**src/rtl/wb_arbiter_2x1.sv**
```systemverilog
// Round-robin arbiter sharing one Wishbone slave between two masters.
// The grant is held for a whole bus cycle; a watchdog aborts hung slave accesses.
module wb_arbiter_2x1 #(
  parameter int WB_ADDR_WIDTH = 32,
  parameter int WB_DATA_WIDTH = 32,
  parameter int TIMEOUT       = 256
) (
  input  logic                       clk,
  input  logic                       rst,
  input  logic [WB_ADDR_WIDTH-1:0]   m0_adr,
  input  logic [WB_DATA_WIDTH-1:0]   m0_dat_w,
  input  logic [WB_DATA_WIDTH/8-1:0] m0_sel,
  input  logic                       m0_we,
  input  logic                       m0_cyc,
  input  logic                       m0_stb,
  output logic [WB_DATA_WIDTH-1:0]   m0_dat_r,
  output logic                       m0_ack,
  output logic                       m0_err,
  input  logic [WB_ADDR_WIDTH-1:0]   m1_adr,
  input  logic [WB_DATA_WIDTH-1:0]   m1_dat_w,
  input  logic [WB_DATA_WIDTH/8-1:0] m1_sel,
  input  logic                       m1_we,
  input  logic                       m1_cyc,
  input  logic                       m1_stb,
  output logic [WB_DATA_WIDTH-1:0]   m1_dat_r,
  output logic                       m1_ack,
  output logic                       m1_err,
  output logic [WB_ADDR_WIDTH-1:0]   s_adr,
  output logic [WB_DATA_WIDTH-1:0]   s_dat_w,
  output logic [WB_DATA_WIDTH/8-1:0] s_sel,
  output logic                       s_we,
  output logic                       s_cyc,
  output logic                       s_stb,
  input  logic [WB_DATA_WIDTH-1:0]   s_dat_r,
  input  logic                       s_ack,
  input  logic                       s_err,
  output logic [1:0]                 gnt,
  output logic                       timeout
);

  localparam int WD_W = (TIMEOUT > 0) ? $clog2(TIMEOUT + 1) : 1;
  localparam bit WD_EN = (TIMEOUT > 0);
  localparam logic [WD_W-1:0] WD_LAST = WD_W'(TIMEOUT - 1);

  typedef enum logic [1:0] {IDLE, GNT0, GNT1} state_t;

  state_t            r_state;
  state_t            w_state_next;
  logic              r_last_gnt;
  logic [WD_W-1:0]   r_wd_cnt;
  logic [WD_W-1:0]   w_wd_cnt_next;
  logic              w_busy;
  logic              w_sel1;
  logic              w_req_cyc;
  logic              w_req_stb;
  logic              w_hung;
  logic              w_wd_fire;

  always_ff @(posedge clk) begin
    if (rst) begin
      r_state    <= IDLE;
      r_wd_cnt   <= '0;
      r_last_gnt <= 1'b1;
    end else begin
      r_state  <= w_state_next;
      r_wd_cnt <= w_wd_cnt_next;
      if (w_state_next == GNT0) begin
        r_last_gnt <= 1'b0;
      end else if (w_state_next == GNT1) begin
        r_last_gnt <= 1'b1;
      end
    end
  end

  always_comb begin
    w_state_next = r_state;
    case (r_state)
      IDLE: begin
        // On a tie the master that did not win last time gets the bus.
        if (m0_cyc && m1_cyc) begin
          w_state_next = r_last_gnt ? GNT0 : GNT1;
        end else if (m0_cyc) begin
          w_state_next = GNT0;
        end else if (m1_cyc) begin
          w_state_next = GNT1;
        end
      end
      GNT0: begin
        if (!m0_cyc) begin
          w_state_next = m1_cyc ? GNT1 : IDLE;
        end
      end
      GNT1: begin
        if (!m1_cyc) begin
          w_state_next = m0_cyc ? GNT0 : IDLE;
        end
      end
      default: w_state_next = IDLE;
    endcase
  end

  assign w_busy    = (r_state != IDLE);
  assign w_sel1    = (r_state == GNT1);
  assign w_req_cyc = w_busy && (w_sel1 ? m1_cyc : m0_cyc);
  assign w_req_stb = w_busy && (w_sel1 ? m1_stb : m0_stb);

  // A strobe the slave neither acks nor errs counts toward the watchdog limit.
  assign w_hung        = w_req_stb && !s_ack && !s_err;
  assign w_wd_fire     = WD_EN && w_hung && (r_wd_cnt == WD_LAST);
  assign w_wd_cnt_next = (WD_EN && w_hung && !w_wd_fire) ? r_wd_cnt + 1'b1 : '0;

  assign s_adr   = w_sel1 ? m1_adr   : m0_adr;
  assign s_dat_w = w_sel1 ? m1_dat_w : m0_dat_w;
  assign s_sel   = w_sel1 ? m1_sel   : m0_sel;
  assign s_we    = w_sel1 ? m1_we    : m0_we;
  assign s_cyc   = !rst && w_req_cyc && !w_wd_fire;
  assign s_stb   = !rst && w_req_stb && !w_wd_fire;

  assign m0_dat_r = s_dat_r;
  assign m1_dat_r = s_dat_r;
  assign m0_ack   = !rst && (r_state == GNT0) && s_ack;
  assign m0_err   = !rst && (r_state == GNT0) && (s_err || w_wd_fire);
  assign m1_ack   = !rst && (r_state == GNT1) && s_ack;
  assign m1_err   = !rst && (r_state == GNT1) && (s_err || w_wd_fire);

  assign gnt     = rst ? 2'b00 : {r_state == GNT1, r_state == GNT0};
  assign timeout = !rst && w_wd_fire;

endmodule

```
**config.mk**
```make
export PLATFORM = sky130hd
export DESIGN_NAME = wb_arbiter_2x1
export DESIGN_NICKNAME = d
export VERILOG_FILES = /design/src/rtl/wb_arbiter_2x1.sv
export SDC_FILE = /design/constraint.sdc
export NUM_CORES = 1
export LEC_CHECK = 0
export CELL_PAD_IN_SITES_DETAIL_PLACEMENT = 2
export CELL_PAD_IN_SITES_GLOBAL_PLACEMENT = 2
export CORE_ASPECT_RATIO = 0.6
export CORE_UTILIZATION = 10
export CTS_CLUSTER_DIAMETER = 200
export DETAILED_ROUTE_END_ITERATION = 8
export PLACE_DENSITY = 0.87
export SYNTH_ARGS = -nofsm -noshare
export SYNTH_HDL_FRONTEND = slang
export SYNTH_SLANG_ARGS = --single-unit
export TNS_END_PERCENT = 5
```
**constraint.sdc**
```tcl
create_clock -name clk -period 2.25 [get_ports clk]
set_clock_uncertainty 0.2 [all_clocks]
set_input_delay 0.3375 -clock clk [delete_from_list [all_inputs] [get_ports clk]]
set_output_delay 0.3375 -clock clk [all_outputs]
set_load 0.05 [all_outputs]
```
# [After elaboration in Yosys (flattened, before gate mapping)]
# Index checks and enable logic that the tools add are counted.
[totals] wordCells=55 register_bits=12
[classes] bitwise_logic=1 eq_ne=5 addsub=1 n_mux=18 reduce_logical=27
[op_table] op="$mux W32" count=2
[op_table] op="$logic_and A1 B1 Y1" count=18
[op_table] op="$mux W2" count=8
[op_table] op="$add A9 B1 Y9 const B" count=1
[op_table] op="$eq A9 B8 Y1 const B" count=1
[op_table] op="$mux W1" count=6
[op_table] op="$pmux W2 S3" count=1
[op_table] op="$eq A2 B1 Y1 const B" count=2
[op_table] op="$eq A2 B2 Y1 const B" count=2
[op_table] op="$logic_not A1 Y1" count=4
[op_table] op="$mux W4" count=1
[op_table] op="$reduce_bool A2 Y1" count=2
[op_table] op="$logic_not A2 Y1" count=1
[op_table] op="$reduce_or A2 Y1" count=1
[op_table] op="$logic_or A1 B1 Y1" count=1
[op_table] op="$not A1 Y1" count=1

# [Logic depth before layout (Yosys ltp)]
[logic_depth] ltp_word=10 depth_mapped=7 mapped_depth_nobuf=7

# [Worst setup path after synthesis]
# No wires, ideal clock.
[synth_path] kind="reg-to-output" start="register r_state[0]" end="output m0_err" stages_incl_launch_ff=3 t_arrival_ps=2911 n_path_buf=0 required_time_ps=1712 slack_ps=-1198 path_cell_list="dfxtp_1 nor3b_1 a21boi_0"
[synth_via] elab_chain_cells=8
[synth_rtl] element="from (decl)" line_no="47" rtl="state_t r_state;"
[synth_rtl] element="from (signal assigned)" line_no="65" rtl="r_state <= w_state_next;"
[synth_rtl] element="$eq A2 B2 Y1" line_no="103" rtl="assign w_sel1 = (r_state == GNT1);"
[synth_rtl] element="$mux W1" line_no="105" rtl="assign w_req_stb = w_busy && (w_sel1 ? m1_stb : m0_stb);"
[synth_rtl] element="$logic_and A1 B1 Y1" line_no="105"
[synth_rtl] element="$logic_and A1 B1 Y1 (2 in a row)" line_no="108" rtl="assign w_hung = w_req_stb && !s_ack && !s_err;"
[synth_rtl] element="$logic_and A1 B1 Y1" line_no="109" rtl="assign w_wd_fire = WD_EN && w_hung && (r_wd_cnt == WD_LAST);"
[synth_rtl] element="$logic_or A1 B1 Y1" line_no="122" rtl="assign m0_err = !rst && (r_state == GNT0) && (s_err || w_wd_fire);"
[synth_rtl] element="$logic_and A1 B1 Y1 (*)" line_no="122"
[synth_rtl] element="to (decl)" line_no="18" rtl="output logic m0_err,"
# Mark *: on every way between the ends. The rest lies on a longest branch, timed or not.

# [Worst setup path after layout]
[layout_path] start="register r_wd_cnt[0]" end="output m1_err"
[layout_via] elab_chain_cells=4
[layout_rtl] element="from (decl)" line_no="50" rtl="logic [WD_W-1:0] r_wd_cnt;"
[layout_rtl] element="from (signal assigned)" line_no="66" rtl="r_wd_cnt <= w_wd_cnt_next;"
[layout_rtl] element="$eq A9 B8 Y1" line_no="109"
[layout_rtl] element="$logic_and A1 B1 Y1" line_no="109"
[layout_rtl] element="$logic_or A1 B1 Y1" line_no="124" rtl="assign m1_err = !rst && (r_state == GNT1) && (s_err || w_wd_fire);"
[layout_rtl] element="$logic_and A1 B1 Y1" line_no="124"
[layout_rtl] element="to (decl)" line_no="27" rtl="output logic m1_err,"
# Every way passes these cells.

==> results.md <==
| Parameter | Reported |
|:---|:---|
| Global-route wire length before repair | 14500 µm |
| Number of H-tree branching levels | 1 |
| Violations in the final reports | negative setup slack |
| Measured slew at the worst slew-check pin | 0.478 ns |
| Reg clk slew, reported paths | 0.04 ns |
| Detail-routed net length per standard cell | 15.4 µm |
| Worst path slowest cell | dfxtp_4 |
| Number of vias per cell after detailed routing | 3.39 |
| Max Freq | 402 MHz |
| Storage cell area | 249 µm² |
| Largest buffer count on any clock path | 2 |
| Post-synth design cell area | 1980 µm² |
| Boundary Pins | 320 |
| Ys async rst share | 0% |
| DRC errors left | 0 |
| Hold_buf cts | 0 |
| Worst Setup Start Kind | register |
| Type of destination of the critical path | output pin |
| Die Height | 111 µm |
| P&R area growth vs syn | 116% |
| Critical path arrival | 1.95 ns |
| Area fraction in and, or, nand and nor cells after synthesis | 10.2% |
| CP delay by family, top | simple AND/OR/NAND/NOR gates |
| P per Cell Area | 372 nW/µm² |
| Bufs and invs on worst path | 2 |
| Outcome | complete, but fails checks |
| RR Endpoint | r_wd_cnt[6] |
| Initial Utilization | 10.3% |
| Layer with the highest usage | met2 |
| Commonest cells post-synth | buf_4 (65), mux2_2 (62), dfxtp_1 (12) |
| Number of fillers in the final layout | 2218 |
| Flop and latch count out of synthesis | 12 |
| Die width | 184 µm |
| Detailed router's first-iteration violation count | 36 |
| Series of cell instances along the critical path | ha_4 > nand3_4 > nor3_2 > ha_2 > nor2b_4 > o21ai_1 > buf_4 > a21boi_4 > buf_12 |
| Layout Nets | 572 |
| R2R Path Start | r_wd_cnt[0] |
| Multiplexer share of the synthesized area | 39.7% |
| Clock Sinks | 12 |
| Unrepaired setup endpoints after global routing | yes |
| Residual antenna-violating net count after detailed routing | 0 |
| Core box area | 19200 µm² |
| Area of combinational cells with multiple inputs | 1270 µm² |
| Total gr overflow | 0 |
| Routability cong. | 0.740 |
| Endpoint of the worst hold-timing path | r_last_gnt |
| Worst max-slew margin expressed relative to the limit | 68.0% |
| Worst skew pair latency | 0.24 ns |
| Worst min-delay path category | register to register |
| Post-route worst setup slack | -0.238 ns |
| Clock tree from TritonCTS | done |
| Compound-gate portion of the synthesized area | 4.80% |
| Number of core rows | 39 |
| Vias | 2219 |
| Post-Syn Nets | 399 |
| Number of library cell types mapped by synthesis | 28 |
| Final setup violating endpoints | 5 |
| Leakage | 1.65 nW |
| Warning count from the yosys run | 0 |
| Adder and majority gate portion of the synthesized area | 1.89% |
| Cells after Synth | 218 |
| Number of global-route vias before repair | 2571 |
| Largest net degree at the start of global routing | 38 |
| Combinational family with the most area after synthesis | multiplexers |
| Reported max-cap violation count | 0 |
| Antenna diode count | 0 |
| Max VDD drop | 0.202 mV |
| Most frequent cell after synthesis | buf_4 |
| Global routing met2 resource utilization | 17.5% |
| Cell taking the most area after synthesis | mux2_2 |
| Total length of routed wires | 10100 µm |
| Combined global-route utilization of all metal layers | 9.39% |
| Full die area | 20400 µm² |
| Finished Core Util | 22.3% |
| Port buffer count | 223 |
| Final slew viol count | 0 |
| Buffer cell driving the clock tree root | clkbuf_16 |
| Layout cell share with drive strength beyond 1 | 45.5% |
| Area share of the largest cell type after synthesis | 35.2% |
| Dpl cells | 650 |
| Number of antenna violations at the first check in global routing | 0 |
| Met1 Track Usage GR | 9.80% |
| Hold Path Origin | r_last_gnt |
| Worst hold path stage count | 2 |
| Top area cells in the synthesized netlist | mux2_2 (35%), buf_4 (25%), dfxtp_1 (12%) |
| Hpwl dp | 8650 µm |
| Fraction of the yosys area taken by sequential cells | 12.1% |
| Commonest register cell after synthesis | dfxtp_1 |
| Total CTS buffers | 3 |
| Number of search-and-repair iterations in the first detailed-routing pass | 3 |
| Number of synthesized flops with an enable pin | 0 |
| Syn Area/Cell | 9.09 µm² |
| Delay of the slowest critical-path stage | 0.36 ns |
| Required time of the critical path | 1.71 ns |
| Fin crit share | 111% |
| Hold Vio Cnt, Final | 0 |
| Setup slack of the most critical reg-to-reg path | 0.18 ns |
| Final cell count without fillers | 655 |
| Maximum fanout along the worst path | 2 |
| Critical path class | register to output pin |
| Worst Reg2Reg Path Length in Cells | 9 |
| Met3 layer usage reported by global route | 3.94% |
| Parity-gate share of the synthesized area counting xor and xnor cells | 1.33% |
| Post-layout min period | 2.49 ns |
[cell type report]
class	count	area share, %
timing repair buffer	240	54.3
clock buffer	3	1.75
inverter	7	0.613
sequential	12	5.81
multi-input combinational	127	29.7
tap	266	7.77
[logic make-up after synthesis]
family / after synthesis
simple gates: 37
compound gates: 14
flops: 12
fa+ha+maj: 3
xor+xnor: 3
buf+inv: 79
mux: 70
[placed cells by master (no fill, tap or decap), types with 3 or more instances in the layout]
cell type	count
and2_1	4
mux2_4	4
clkbuf_16	3
nor2_1	8
mux2_2	58
and3_1	3
or3_1	3
a21oi_1	4
dfxtp_1	9
inv_1	7
o21ai_0	3
buf_6	7
nand2_1	3
buf_12	11
buf_4	77
clkdlybuf4s50_1	145
mux2_1	7
[worst min-delay path: cells and delay by family (launching register included)]
| family | cells | cell delay, ns |
|---|---|---|
| DFF | 1 | 0.34 |
| and+or+nand+nor | 1 | 0.06 |
| muxes | 1 | 0.08 |
[worst max path at each step]
| stage | startpoint | end | slack, ns | cells past startpoint |
|---|---|---|---|---|
| finish | r_wd_cnt[0] | m1_err | -0.24 | 9 |
| global route | r_wd_cnt[0] | m1_err | -0.32 | 9 |
| CTS | r_wd_cnt[1] | m1_err | -0.22 | 9 |
| detailed placement | r_wd_cnt[0] | m1_err | -0.09 | 9 |
| global placement | r_wd_cnt[0] | m1_err | 0.02 | 9 |
| floorplan | r_wd_cnt[0] | m0_err | -0.09 | 7 |
[per-stage QoR]
step	worst slack (ns)	hold slack, ns	TNS (ns)	instance area [µm²]	total power, mW
2_1_floorplan	-0.0909	0.230	-0.182	2020	1.10
3_3_place_gp	0.0160	0.267	0	4080	1.24
3_5_place_dp	-0.0856	0.294	-0.116	4080	1.27
4_1_cts	-0.225	0.302	-0.685	4240	1.61
5_1_grt	-0.318	0.377	-1.17	4290	1.65
6_report	-0.238	0.316	-0.805	4290	1.59
[registers in the layout, indices dropped and copies added, names as in the netlist]
register    cells
r_last_gnt      1
r_state         2
r_wd_cnt        9
[power breakdown]
| group | internal, mW | total (mW) | leakage [nW] | switching [mW] |
|---|---|---|---|---|
| combinational | 0.493 | 1.05 | 1.51 | 0.556 |
| clock | 0.231 | 0.322 | 0.0370 | 0.0908 |
| sequential | 0.217 | 0.222 | 0.0992 | 0.00558 |
| total | 0.941 | 1.59 | 1.65 | 0.653 |
[what timing repair did]
| item | 4_1_cts | 5_1_grt |
|---|---|---|
| resized for setup | 17 | 11 |
| buffers inserted | 2 | 0 |
| endpoints found under the setup margin | 49 | 29 |
| pin swaps | 6 | 5 |
[layer usage]
layer | share of wire [%] | vias to the layer above | wire (µm)
met5 | 0 | - | 0
met4 | 1.0 | 0 | 102
met3 | 11 | 15 | 1090
met2 | 52 | 143 | 5250
met1 | 36 | 1025 | 3630
li1 | - | 1036 | -
(Power assumes the default switching activity.)
